==> src/rtl/keypad_scanner_pkg.sv <==
`timescale 1ns/1ps
`default_nettype none
// ============================================================================
// Module   : keypad_pkg
// Purpose  : Shared types and constants for the 4x4 hex keypad scanner.
// Revision : 1.0 - initial release
// ============================================================================
package keypad_pkg;

    typedef enum logic [1:0] {
        IDLE     = 2'd0,
        DEBOUNCE = 2'd1,
        PRESSED  = 2'd2,
        RELEASE  = 2'd3
    } state_t;

    localparam logic [3:0] COL_RESET = 4'b1110;

    // Element index is {row, col}; element 0 (row0/col0) is the lowest nibble.
    localparam logic [15:0][3:0] KEY_MAP = 64'hDEF0_C987_B654_A321;

    function automatic logic [3:0] key_lookup(input logic [1:0] row, input logic [1:0] col);
        return KEY_MAP[{row, col}];
    endfunction

endpackage
`default_nettype wire

==> src/rtl/keypad_scanner_if.sv <==
`timescale 1ns/1ps
`default_nettype none
// ============================================================================
// Module   : keypad_scanner_if
// Purpose  : Keypad matrix lines plus the decoded key report.
// Revision : 1.0 - initial release
// ============================================================================
interface keypad_scanner_if;
    logic [3:0] rows;
    logic [3:0] cols;
    logic [3:0] key_code;
    logic       key_valid;
    logic       key_held;

    modport master (
        input  rows,
        output cols,
        output key_code,
        output key_valid,
        output key_held
    );

    modport slave (
        output rows,
        input  cols,
        input  key_code,
        input  key_valid,
        input  key_held
    );
endinterface
`default_nettype wire

==> src/rtl/keypad_scanner_tick.sv <==
`timescale 1ns/1ps
`default_nettype none
// ============================================================================
// Module   : scan_tick_gen
// Purpose  : Column-step prescaler; emits a tick and the current column index.
// Revision : 1.0 - initial release
// ============================================================================
module scan_tick_gen #(
    parameter int SCAN_DIV = 100000
) (
    input  logic       clk,
    input  logic       rst,
    output logic       tick,
    output logic [1:0] col_idx
);
    localparam int                c_div_w    = (SCAN_DIV > 1) ? $clog2(SCAN_DIV) : 1;
    localparam logic [c_div_w-1:0] c_div_last = c_div_w'(SCAN_DIV - 1);

    logic [c_div_w-1:0] r_div;
    logic [1:0]         r_col;

    assign tick    = (r_div == c_div_last);
    assign col_idx = r_col;

    always_ff @(posedge clk or posedge rst) begin
        if (rst) begin
            r_div <= '0;
            r_col <= '0;
        end else if (tick) begin
            r_div <= '0;
            r_col <= r_col + 2'd1;
        end else begin
            r_div <= r_div + 1'b1;
        end
    end
endmodule
`default_nettype wire

==> src/rtl/keypad_scanner.sv <==
`timescale 1ns/1ps
`default_nettype none
// ============================================================================
// Module   : keypad_scanner
// Purpose  : Scans a 4x4 hex keypad, rejects ghosts, debounces, reports keys.
// Revision : 1.0 - initial release
// ============================================================================
module keypad_scanner #(
    parameter int SCAN_DIV       = 100000,
    parameter int DEBOUNCE_SCANS = 4
) (
    input  logic             clk,
    input  logic             rst,
    keypad_scanner_if.master kp
);
    import keypad_pkg::*;

    localparam logic [3:0] c_cnt_target = 4'(DEBOUNCE_SCANS);

    logic [3:0] r_rows_meta;
    logic [3:0] r_rows_sync;
    logic       w_tick;
    logic [1:0] w_col_idx;
    logic [3:0] r_cols;

    logic [1:0] r_acc_hits;
    logic [3:0] r_acc_code;
    logic [2:0] w_low_cnt;
    logic [1:0] w_row_idx;
    logic [2:0] w_sum;
    logic [1:0] w_hits_next;
    logic [3:0] w_code_next;
    logic       w_sweep_done;
    logic       w_single;

    state_t     r_state;
    logic [3:0] r_cnt;
    logic [3:0] w_cnt_inc;
    logic [3:0] r_cand;
    logic [3:0] r_key_code;
    logic       r_key_valid;
    logic       r_key_held;

    scan_tick_gen #(
        .SCAN_DIV (SCAN_DIV)
    ) u_tick (
        .clk     (clk),
        .rst     (rst),
        .tick    (w_tick),
        .col_idx (w_col_idx)
    );

    always_ff @(posedge clk or posedge rst) begin
        if (rst) begin
            r_rows_meta <= 4'b1111;
            r_rows_sync <= 4'b1111;
        end else begin
            r_rows_meta <= kp.rows;
            r_rows_sync <= r_rows_meta;
        end
    end

    always_ff @(posedge clk or posedge rst) begin
        if (rst) begin
            r_cols <= COL_RESET;
        end else if (w_tick) begin
            case (r_cols)
                4'b1110: r_cols <= 4'b1101;
                4'b1101: r_cols <= 4'b1011;
                4'b1011: r_cols <= 4'b0111;
                default: r_cols <= COL_RESET;
            endcase
        end
    end

    // Hit count saturates at 2: anything beyond one low bit is a ghost sweep.
    always_comb begin
        w_low_cnt = '0;
        w_row_idx = '0;
        for (int r = 0; r < 4; r++) begin
            if (!r_rows_sync[r]) begin
                w_low_cnt = w_low_cnt + 3'd1;
                w_row_idx = 2'(r);
            end
        end
        w_sum       = w_low_cnt + {1'b0, r_acc_hits};
        w_hits_next = (w_sum >= 3'd2) ? 2'd2 : w_sum[1:0];
        w_code_next = (r_acc_hits == 2'd0 && w_low_cnt == 3'd1)
                    ? key_lookup(w_row_idx, w_col_idx) : r_acc_code;
    end

    assign w_sweep_done = w_tick && (w_col_idx == 2'd3);
    assign w_single     = (w_hits_next == 2'd1);
    assign w_cnt_inc    = (r_cnt == 4'hF) ? r_cnt : r_cnt + 4'd1;

    always_ff @(posedge clk or posedge rst) begin
        if (rst) begin
            r_acc_hits <= '0;
            r_acc_code <= '0;
        end else if (w_sweep_done) begin
            r_acc_hits <= '0;
            r_acc_code <= '0;
        end else if (w_tick) begin
            r_acc_hits <= w_hits_next;
            r_acc_code <= w_code_next;
        end
    end

    always_ff @(posedge clk or posedge rst) begin
        if (rst) begin
            r_state     <= IDLE;
            r_cnt       <= '0;
            r_cand      <= '0;
            r_key_code  <= '0;
            r_key_valid <= 1'b0;
            r_key_held  <= 1'b0;
        end else begin
            r_key_valid <= 1'b0;
            if (w_sweep_done) begin
                case (r_state)
                    IDLE: begin
                        if (w_single) begin
                            r_cand <= w_code_next;
                            if (DEBOUNCE_SCANS <= 1) begin
                                r_state     <= PRESSED;
                                r_cnt       <= '0;
                                r_key_code  <= w_code_next;
                                r_key_valid <= 1'b1;
                                r_key_held  <= 1'b1;
                            end else begin
                                r_state <= DEBOUNCE;
                                r_cnt   <= 4'd1;
                            end
                        end
                    end
                    DEBOUNCE: begin
                        if (w_single && w_code_next == r_cand) begin
                            if (w_cnt_inc >= c_cnt_target) begin
                                r_state     <= PRESSED;
                                r_cnt       <= '0;
                                r_key_code  <= r_cand;
                                r_key_valid <= 1'b1;
                                r_key_held  <= 1'b1;
                            end else begin
                                r_cnt <= w_cnt_inc;
                            end
                        end else begin
                            r_state <= IDLE;
                            r_cnt   <= '0;
                        end
                    end
                    PRESSED: begin
                        if (!w_single) begin
                            if (DEBOUNCE_SCANS <= 1) begin
                                r_state    <= IDLE;
                                r_cnt      <= '0;
                                r_key_held <= 1'b0;
                            end else begin
                                r_state <= RELEASE;
                                r_cnt   <= 4'd1;
                            end
                        end
                    end
                    RELEASE: begin
                        if (w_single) begin
                            r_state <= PRESSED;
                            r_cnt   <= '0;
                        end else if (w_cnt_inc >= c_cnt_target) begin
                            r_state    <= IDLE;
                            r_cnt      <= '0;
                            r_key_held <= 1'b0;
                        end else begin
                            r_cnt <= w_cnt_inc;
                        end
                    end
                    default: begin
                        r_state <= IDLE;
                        r_cnt   <= '0;
                    end
                endcase
            end
        end
    end

    assign kp.cols      = r_cols;
    assign kp.key_code  = r_key_code;
    assign kp.key_valid = r_key_valid;
    assign kp.key_held  = r_key_held;
endmodule
`default_nettype wire

==> src/flat_wrapper.sv <==
// flat-port wrapper written by rule: the top's interface ports become plain ports
module keypad_scanner_flat import keypad_pkg::*;
#(
    parameter int SCAN_DIV       = 100000,
    parameter int DEBOUNCE_SCANS = 4
)
  (clk, rst, kp_rows, kp_cols, kp_key_code, kp_key_valid, kp_key_held);
  keypad_scanner_if kp_i ();
  input  logic clk;
  input  logic rst;
  input wire logic [$bits(kp_i.rows)-1:0] kp_rows;
  output wire logic [$bits(kp_i.cols)-1:0] kp_cols;
  output wire logic [$bits(kp_i.key_code)-1:0] kp_key_code;
  output wire logic [$bits(kp_i.key_valid)-1:0] kp_key_valid;
  output wire logic [$bits(kp_i.key_held)-1:0] kp_key_held;
  assign kp_i.rows = kp_rows;
  assign kp_cols = kp_i.cols;
  assign kp_key_code = kp_i.key_code;
  assign kp_key_valid = kp_i.key_valid;
  assign kp_key_held = kp_i.key_held;
  keypad_scanner #(.SCAN_DIV(SCAN_DIV), .DEBOUNCE_SCANS(DEBOUNCE_SCANS)) u_core (.clk(clk), .rst(rst), .kp(kp_i));
endmodule
==> config.mk <==
export PLATFORM = sky130hd
export DESIGN_NAME = keypad_scanner_flat
export DESIGN_NICKNAME = d
export VERILOG_FILES = /design/src/rtl/keypad_scanner_pkg.sv /design/src/rtl/keypad_scanner_if.sv /design/src/rtl/keypad_scanner_tick.sv /design/src/rtl/keypad_scanner.sv /design/src/flat_wrapper.sv
export SDC_FILE = /design/constraint.sdc
export NUM_CORES = 1
export LEC_CHECK = 0
export ABC_CLOCK_PERIOD_IN_PS = 4550
export BUFFER_PORTS_ARGS = -buffer_cell sky130_fd_sc_hd__buf_2
export CORE_MARGIN = 4
export CORE_UTILIZATION = 55
export CTS_BUF_LIST = sky130_fd_sc_hd__clkbuf_4 sky130_fd_sc_hd__clkbuf_8
export DETAILED_ROUTE_END_ITERATION = 10
export MAX_ROUTING_LAYER = met4
export PLACE_DENSITY = 0.85
export SYNTH_ARGS = -nofsm -noshare
export SYNTH_HDL_FRONTEND = slang
export SYNTH_HIERARCHICAL = 1
export SYNTH_SLANG_ARGS = --single-unit
==> constraint.sdc <==
create_clock -name clk -period 4.55 [get_ports clk]
set_clock_uncertainty 0.1 [all_clocks]
set_input_delay 0.91 -clock clk [delete_from_list [all_inputs] [get_ports clk]]
set_output_delay 0.91 -clock clk [all_outputs]
set_load 0.02 [all_outputs]
==> impl_metrics.py, run 1 <==
metrics = {
    "global_routing": {
        "first_global_vias": 1931,
        "grt_pass1_wl_mm": 8.61,
        "top_usage_layer": "met2",
        "antenna_found_initial": 0,
        "met1_usage_pct": 21.0,
        "grt_use_total_pct": 17.4,
        "gr-usage-met2_pct": 29.9,
        "grt.overflow.total": 0,
        "grt_max_degree": 25,
        "use_met3_pct": 3.48,
    },
    "layout": {
        "layout_common_cells": "dfrtp_1, nand2_1, buf_2, o21ai_0, xnor2_1",
        "drive_above_1_share_pct": 22.5,
        "fin_nets": 300,
        "layout_commonest_cell": "dfrtp_1",
        "fillers": 409,
        "area_growth_pct": 8.71,
        "diodes": 0,
    },
    "timing": {
        "hold_viol": 0,
        "drv_slew": 0,
        "setup_tns_ns": 0,
        "setup_viol": 0,
        "fmax_mhz": 228,
        "slew_headroom_pct": 53.4,
        "rsz0062_at_grt": "false",
        "worstMarginPinSlew_ns": 0.698,
        "fin_crit_ns": 4.38,
        "finalCritPeriodShare_pct": 96.3,
        "hold-worst-slack_ns": 0.255,
    },
    "worst_setup_path": {
        "r2r-end": "u_core/kp.key_code[0]",
        "cp-end-kind": "flop",
        "r2r-start": "u_core/r_rows_sync[1]",
        "required_ns": 4.65,
        "slowest_delay_ns": 0.57,
        "crit_chain": "inv_1, ha_1, xnor2_1, ha_1, mux2_2, fa_1, xor3_1, nand3_1, nor3b_1, o21ai_4, or4_4, mux2_4",
        "crit_family": "adder cells",
        "ff2ff_path_depth": 12,
        "slowest_stage": "dfstp_2",
        "cpMostUsedCell": "ha_1",
        "worst-path-buf-inv": 1,
        "crit_type": "reg2reg",
        "rrSetupSlack_ns": 0.17,
        "crit_fanout": 6,
        "cp-start-kind": "flop",
        "cp_data_arrival_time_ns": 4.48,
    },
    "clock_network": {
        "post_cts_resized": 0,
        "cts_setup_buffers": 0,
        "clk_latency_ns": 0.30,
        "numCtsBuffers": 5,
        "cts_tree": "built",
        "cts.sinks": 53,
        "root_buffer": "clkbuf_8",
        "clockBufferDepth": 2,
        "path_clk_slew_ns": 0.10,
        "cts_hold_buf": 0,
        "htreeDepth": 2,
    },
    "synth": {
        "synth_top_family_by_area": "simple AND/OR/NAND/NOR gates",
        "synth_compound_gate_area_share_pct": 11.7,
        "synth_seq_cells": 53,
        "synth-simple-area-share_pct": 21.6,
        "synthAdderAreaFrac_pct": 4.59,
        "ys_types": 67,
        "syn_area_um2": 2890,
        "synth_top_area_cell": "dfrtp_1",
        "ys_async_sr_fraction_pct": 100,
        "yosysSeqAreaShare_pct": 46.4,
        "synth_fp_nets": 281,
        "synth_edf_count": 0,
        "syn_inst": 265,
        "muxShareOfSynthArea_pct": 3.55,
        "synth_area_leaders": "dfrtp_1, dfstp_2, xnor2_1",
        "synth_xor_area_share_pct": 8.58,
        "avgSynthCellArea_um2": 10.9,
        "synthFlopType": "dfrtp_1",
        "yosysWarnings": 6,
        "synth.top_cell.area_share_pct": 36.4,
    },
    "pwr": {
        "pwr-share-clk_pct": 36.3,
        "powerDensity_nw_per_um2": 277,
        "power_uw": 869,
        "p_int_uw": 672,
        "seqPwrFrac_pct": 55.5,
        "switching_share_pct": 22.7,
        "vdd_ir_drop_max_mv": 0.127,
        "leakage_uw": 0.00142,
        "combPwrFrac_pct": 8.2,
        "p_sw_uw": 197,
    },
    "run_status": {
        "status": "complete, no violations",
    },
    "floorplan": {
        "core-area_um2": 5110,
        "die_h_um": 80.4,
        "die_area_um2": 6470,
        "ios": 16,
        "die_x_um": 80.4,
        "initial_core_util_pct": 56.5,
        "rows": 26,
    },
    "route": {
        "wl_per_cell_um": 14.0,
        "ant_nets": 0,
        "first_iter_violations": 110,
        "num_vias": 2001,
        "drt_wl_total_mm": 4.99,
        "first_pass_iters": 4,
        "vias_per_cell": 5.64,
        "drc": 0,
    },
    "job": {
        "maxCapViolCount": 0,
    },
    "worst_hold_path": {
        "min_from": "u_core/r_rows_meta[1]",
        "hold-path-endpoint": "u_core/r_rows_sync[1]",
        "hp-class": "reg2reg",
        "hold_depth": 0,
    },
    "placed_design": {
        "place_congestion": 0.871,
        "post-dp-hpwl_mm": 3.69,
        "port_buffers": 15,
    },
}
-- cell families (layout without fill, tap and decap cells) --
logic type                 after synthesis  after routing
and+or+nand+nor                        100            100
DFF                                     53             53
AOI/OAI and AO/OA                       49             49
xor gates and xnor gates                24             24
buffers and inverters                   21             41
adders and majority gates               10             10
muxes                                    8              8
-- worst reg2reg max path: cells and delay by family (launching register included) --
family	cells	cell delay, ns
AOI/OAI and AO/OA	1	0.13
buffers and inverters	1	0.06
and+or+nand+nor	3	1.01
adders and majority gates	3	1.09
xor gates and xnor gates	2	0.71
DFF	1	0.57
muxes	2	0.62
-- layer usage --
metal / vias up / share of wire [%]
li1: 986 / -
met1: 984 / 44
met2: 25 / 52
met3: 6 / 2.6
met4: 0 / 0.92
met5: - / 0
-- metrics by stage --
step                      instances  area [um2]  setup slack [ns]  utilization [%]
final                           355        3140             0.169             61.4
after floorplan                 265        2890             0.316                -
after global placement          347        3030             0.349             59.2
after CTS                       355        3140             0.194             61.4
after detailed placement        347        3030             0.250             59.2
after global routing            355        3140           0.00977             61.4
-- cell type report --
cell class | count | area (um2) | share of cell area [%]
Clock buffer | 5 | 68.8 | 2.19
Inverter | 15 | 56.3 | 1.79
Tap cell | 70 | 87.6 | 2.79
Sequential cell | 53 | 1340 | 42.7
Multi-Input combinational cell | 191 | 1440 | 46.0
Clock inverter | 3 | 43.8 | 1.40
Timing Repair Buffer | 18 | 97.6 | 3.11
-- state kept, by name, indices dropped and copies added, names as in the netlist --
signal,cells
u_core/r_rows_meta,4
u_core/r_acc_hits,2
u_core/kp.key_held,1
u_core/u_tick/r_div,17
u_core/r_cnt,4
u_core/r_rows_sync,4
u_core/r_acc_code,4
u_core/kp.cols,4
u_core/kp.key_code,4
u_core/kp.key_valid,1
u_core/r_cand,4
u_core/r_state,2
u_core/u_tick/col_idx,2
-- cell usage after synthesis, types with 2 or more instances --
master    number
mux2_2         2
mux2i_1        2
xor2_2         2
buf_6          3
inv_1         14
and2_1         4
a22o_1         2
o22ai_1        3
nand4_1        7
nor2_1        14
o22a_1         3
dfstp_2       11
dfrtp_1       42
nor4_2         3
or2_2          3
o21ai_0       15
or4_1          3
xor2_1         5
nor3b_1        2
o31ai_1        3
ha_1           9
nand2_1       18
a31oi_1        2
and4_1         5
nand3_1       10
a21oi_1        8
or3_1          4
nor2b_1        2
and3_1         4
mux2_4         4
nor3_1         3
or4b_1         2
xnor2_1       15
clkbuf_1       2
nor4b_2        2
-- worst max-delay path by stage --
stage,cells after the start,to,slack [ns],from
final,12,u_core/kp.key_code[0],0.17,u_core/r_rows_sync[1]
after global routing,12,u_core/kp.key_code[0],0.01,u_core/r_rows_sync[1]
after CTS,12,u_core/kp.key_code[0],0.19,u_core/r_rows_sync[1]
after detailed placement,12,u_core/kp.key_code[0],0.25,u_core/r_rows_sync[1]
after global placement,12,u_core/kp.key_code[3],0.35,u_core/r_rows_sync[1]
after floorplan,13,u_core/kp.key_code[0],0.32,u_core/r_rows_sync[1]
-- power by group through the flow --
stage                     Sequential [uW]  Combinational [uW]  Clock, uW
after floorplan                       488                57.3          0
after global placement                491                68.4          0
after detailed placement              491                71.1          0
after CTS                             482                72.5        330
after global routing                  483                80.3        347
final                                 482                71.6        315
No activity file was read; power rests on OpenSTA's default activity.
==> run 2: changes to the inputs <==
Settings changed: ABC_AREA set to 1, RECOVER_POWER set to 25.
==> impl_metrics.py, run 2 <==
metrics = {
    "run_status": {
        "status": "complete, but fails checks",
        "violations": "capacitance limit, slew limit",
    },
    "worst_setup_path": {
        "cp_data_arrival_time_ns": 3.69,
        "cp-end-kind": "flop",
        "crit_type": "reg2reg",
        "cp-start-kind": "flop",
        "crit_fanout": 10,
        "required_ns": 4.64,
    },
    "route": {
        "wl_per_cell_um": 11.7,
        "ant_nets": 0,
        "drt_wl_total_mm": 6.16,
        "num_vias": 2703,
        "first_pass_iters": 4,
        "first_iter_violations": 174,
        "drc": 0,
        "vias_per_cell": 5.14,
    },
    "global_routing": {
        "first_global_vias": 2764,
        "grt.overflow.total": 0,
        "grt_max_degree": 35,
        "antenna_found_initial": 0,
        "grt_use_total_pct": 19.7,
        "grt_pass1_wl_mm": 11.3,
    },
    "job": {
        "maxCapViolCount": 1,
    },
    "synth": {
        "yosysWarnings": 6,
        "synthFlopType": "dfrtp_1",
        "synth-simple-area-share_pct": 35.0,
        "avgSynthCellArea_um2": 7.36,
        "synth_area_leaders": "dfrtp_1, nand2_1, dfstp_2",
        "synth_xor_area_share_pct": 1.92,
        "synthAdderAreaFrac_pct": 4.15,
        "synth.top_cell.area_share_pct": 32.9,
        "synth_fp_nets": 450,
        "yosysMostFrequentCell": "nand2_1",
        "ys_types": 35,
        "yosysSeqAreaShare_pct": 41.9,
        "synth_compound_gate_area_share_pct": 6.73,
        "synth_edf_count": 0,
        "synthTopCellsByCount": "nand2_1, inv_1, dfrtp_1, nor2_1, nand3_1",
        "muxShareOfSynthArea_pct": 0,
        "synth_top_family_by_area": "simple AND/OR/NAND/NOR gates",
        "synth_seq_cells": 53,
        "ys_async_sr_fraction_pct": 100,
        "synth_top_area_cell": "dfrtp_1",
        "syn_inst": 434,
        "syn_area_um2": 3200,
    },
    "timing": {
        "worstMarginPinSlew_ns": 1.80,
        "hold_viol": 0,
        "fmax_mhz": 278,
        "rsz0062_at_grt": "false",
        "hold-worst-slack_ns": 0.259,
        "slew_headroom_pct": -20.1,
        "fin_crit_ns": 3.60,
        "setup_tns_ns": 0,
        "finalCritPeriodShare_pct": 79.1,
        "setup_viol": 0,
        "drv_slew": 35,
    },
    "clock_network": {
        "path_clk_slew_ns": 0.09,
        "cts_tree": "built",
        "htreeDepth": 2,
        "clockBufferDepth": 2,
        "post_cts_resized": 0,
        "root_buffer": "clkbuf_8",
        "clk_latency_ns": 0.30,
        "cts_setup_buffers": 0,
        "cts.sinks": 53,
        "numCtsBuffers": 5,
        "cts_hold_buf": 0,
    },
    "layout": {
        "finalNonFillerCells": 526,
        "area_growth_pct": 8.22,
        "fillers": 493,
        "top_register": "u_core/u_tick/r_div",
        "drive_above_1_share_pct": 16.3,
        "largest_register_ffs": 17,
        "diodes": 0,
        "layout_common_cells": "nand2_1, inv_1, nor2_1, dfrtp_1, nand3_1",
        "layout_commonest_cell": "nand2_1",
        "fin_nets": 469,
    },
    "pwr": {
        "powerDensity_nw_per_um2": 258,
        "p_sw_uw": 210,
        "vdd_ir_drop_max_mv": 0.138,
        "seqPwrFrac_pct": 54.0,
        "switching_share_pct": 23.6,
        "pwr-share-clk_pct": 36.8,
        "combPwrFrac_pct": 9.2,
        "leakage_uw": 0.00185,
        "power_uw": 891,
        "p_int_uw": 681,
    },
    "placed_design": {
        "port_buffers": 15,
        "place_congestion": 0.912,
        "post-dp-hpwl_mm": 4.73,
        "dp_cells": 518,
    },
    "floorplan": {
        "die_x_um": 84.2,
        "die_h_um": 84.2,
        "ios": 16,
        "core-area_um2": 5570,
        "rows": 27,
        "initial_core_util_pct": 57.3,
        "die_area_um2": 7090,
    },
    "worst_hold_path": {
        "hp-class": "reg2reg",
    },
}
[run 2: cell count changes after synthesis, sizes merged, moves of 6 or more]
cell	before	now
inv	15	79
mux2	6	0
nand2	18	135
nand3	10	42
nor2	14	52
xnor2	16	0
[run 2: power groups by stage]
stage               registers [uW]  logic (uW)  clock network [uW]
floorplan                      488        65.8                   0
global placement               490        78.6                   0
detailed placement             490        82.1                   0
CTS                            481        82.5                 342
global route                   482        94.9                 362
finish                         481        81.7                 328
[run 2: through the flow]
step / cell area, um2 / util [%] / setup slack (ns)
after floorplan: 3200 / - / 1.30
after global placement: 3340 / 60.0 / 1.13
after detailed placement: 3340 / 60.0 / 0.958
after CTS: 3460 / 62.1 / 0.946
after global routing: 3460 / 62.0 / 0.636
final: 3460 / 62.0 / 0.950
[run 2: per-layer routing]
layer	share of wire, %	GRT usage (%)
met4	1.7	7.75
met2	52	34.1
met1	42	22.4
met3	4.0	3.83
met5	0	-
[run 2: final timing paths]
| check | slack, ns | start | to | depth (start not counted) |
|---|---|---|---|---|
| max in group asynchronous | 2.19 | rst | u_core/r_cand[0] | 3 |
| max reg2reg | 0.95 | u_core/r_rows_sync[1] | u_core/kp.key_code[0] | 19 |
| min | 0.26 | u_core/r_rows_meta[2] | u_core/r_rows_sync[2] | 0 |
| min in group asynchronous | 0.60 | rst | u_core/u_tick/r_div[3] | 2 |
| max | 0.95 | u_core/r_rows_sync[1] | u_core/kp.key_code[0] | 19 |
| min reg2reg | 0.26 | u_core/r_rows_meta[2] | u_core/r_rows_sync[2] | 0 |
[run 2: worst max-delay path, cell delays in order, from the launching register on]
cell and delay (ns):
dfstp_2 0.55, inv_1 0.05, ha_1 0.34, inv_1 0.08
nand2_2 0.09, nand2_1 0.05, ha_1 0.32, nand2_1 0.09
nand2_2 0.09, fa_1 0.42, nand3b_1 0.17, nand2_1 0.10
nand3_2 0.13, nor2_1 0.11, nand3_1 0.08, nor2_1 0.09
nand2_1 0.07, or2_1 0.36, nand2_1 0.14, o21ai_2 0.06
[run 2: logic make-up after synthesis]
| kind of cell | count (synthesis) |
|---|---|
| flops | 53 |
| xor+xnor | 7 |
| fa+ha+maj | 10 |
| simple gates | 246 |
| compound gates | 34 |
| buf+inv | 84 |
[run 2: cell type report]
class	instances	area, um2	share of cell area [%]
Timing Repair Buffer	17	85.1	2.46
Inverter	79	297	8.57
Clock buffer	6	82.6	2.39
Clock inverter	2	37.5	1.09
Tap cell	72	90.1	2.60
Multi-Input combinational cell	297	1530	44.1
Sequential cell	53	1340	38.7
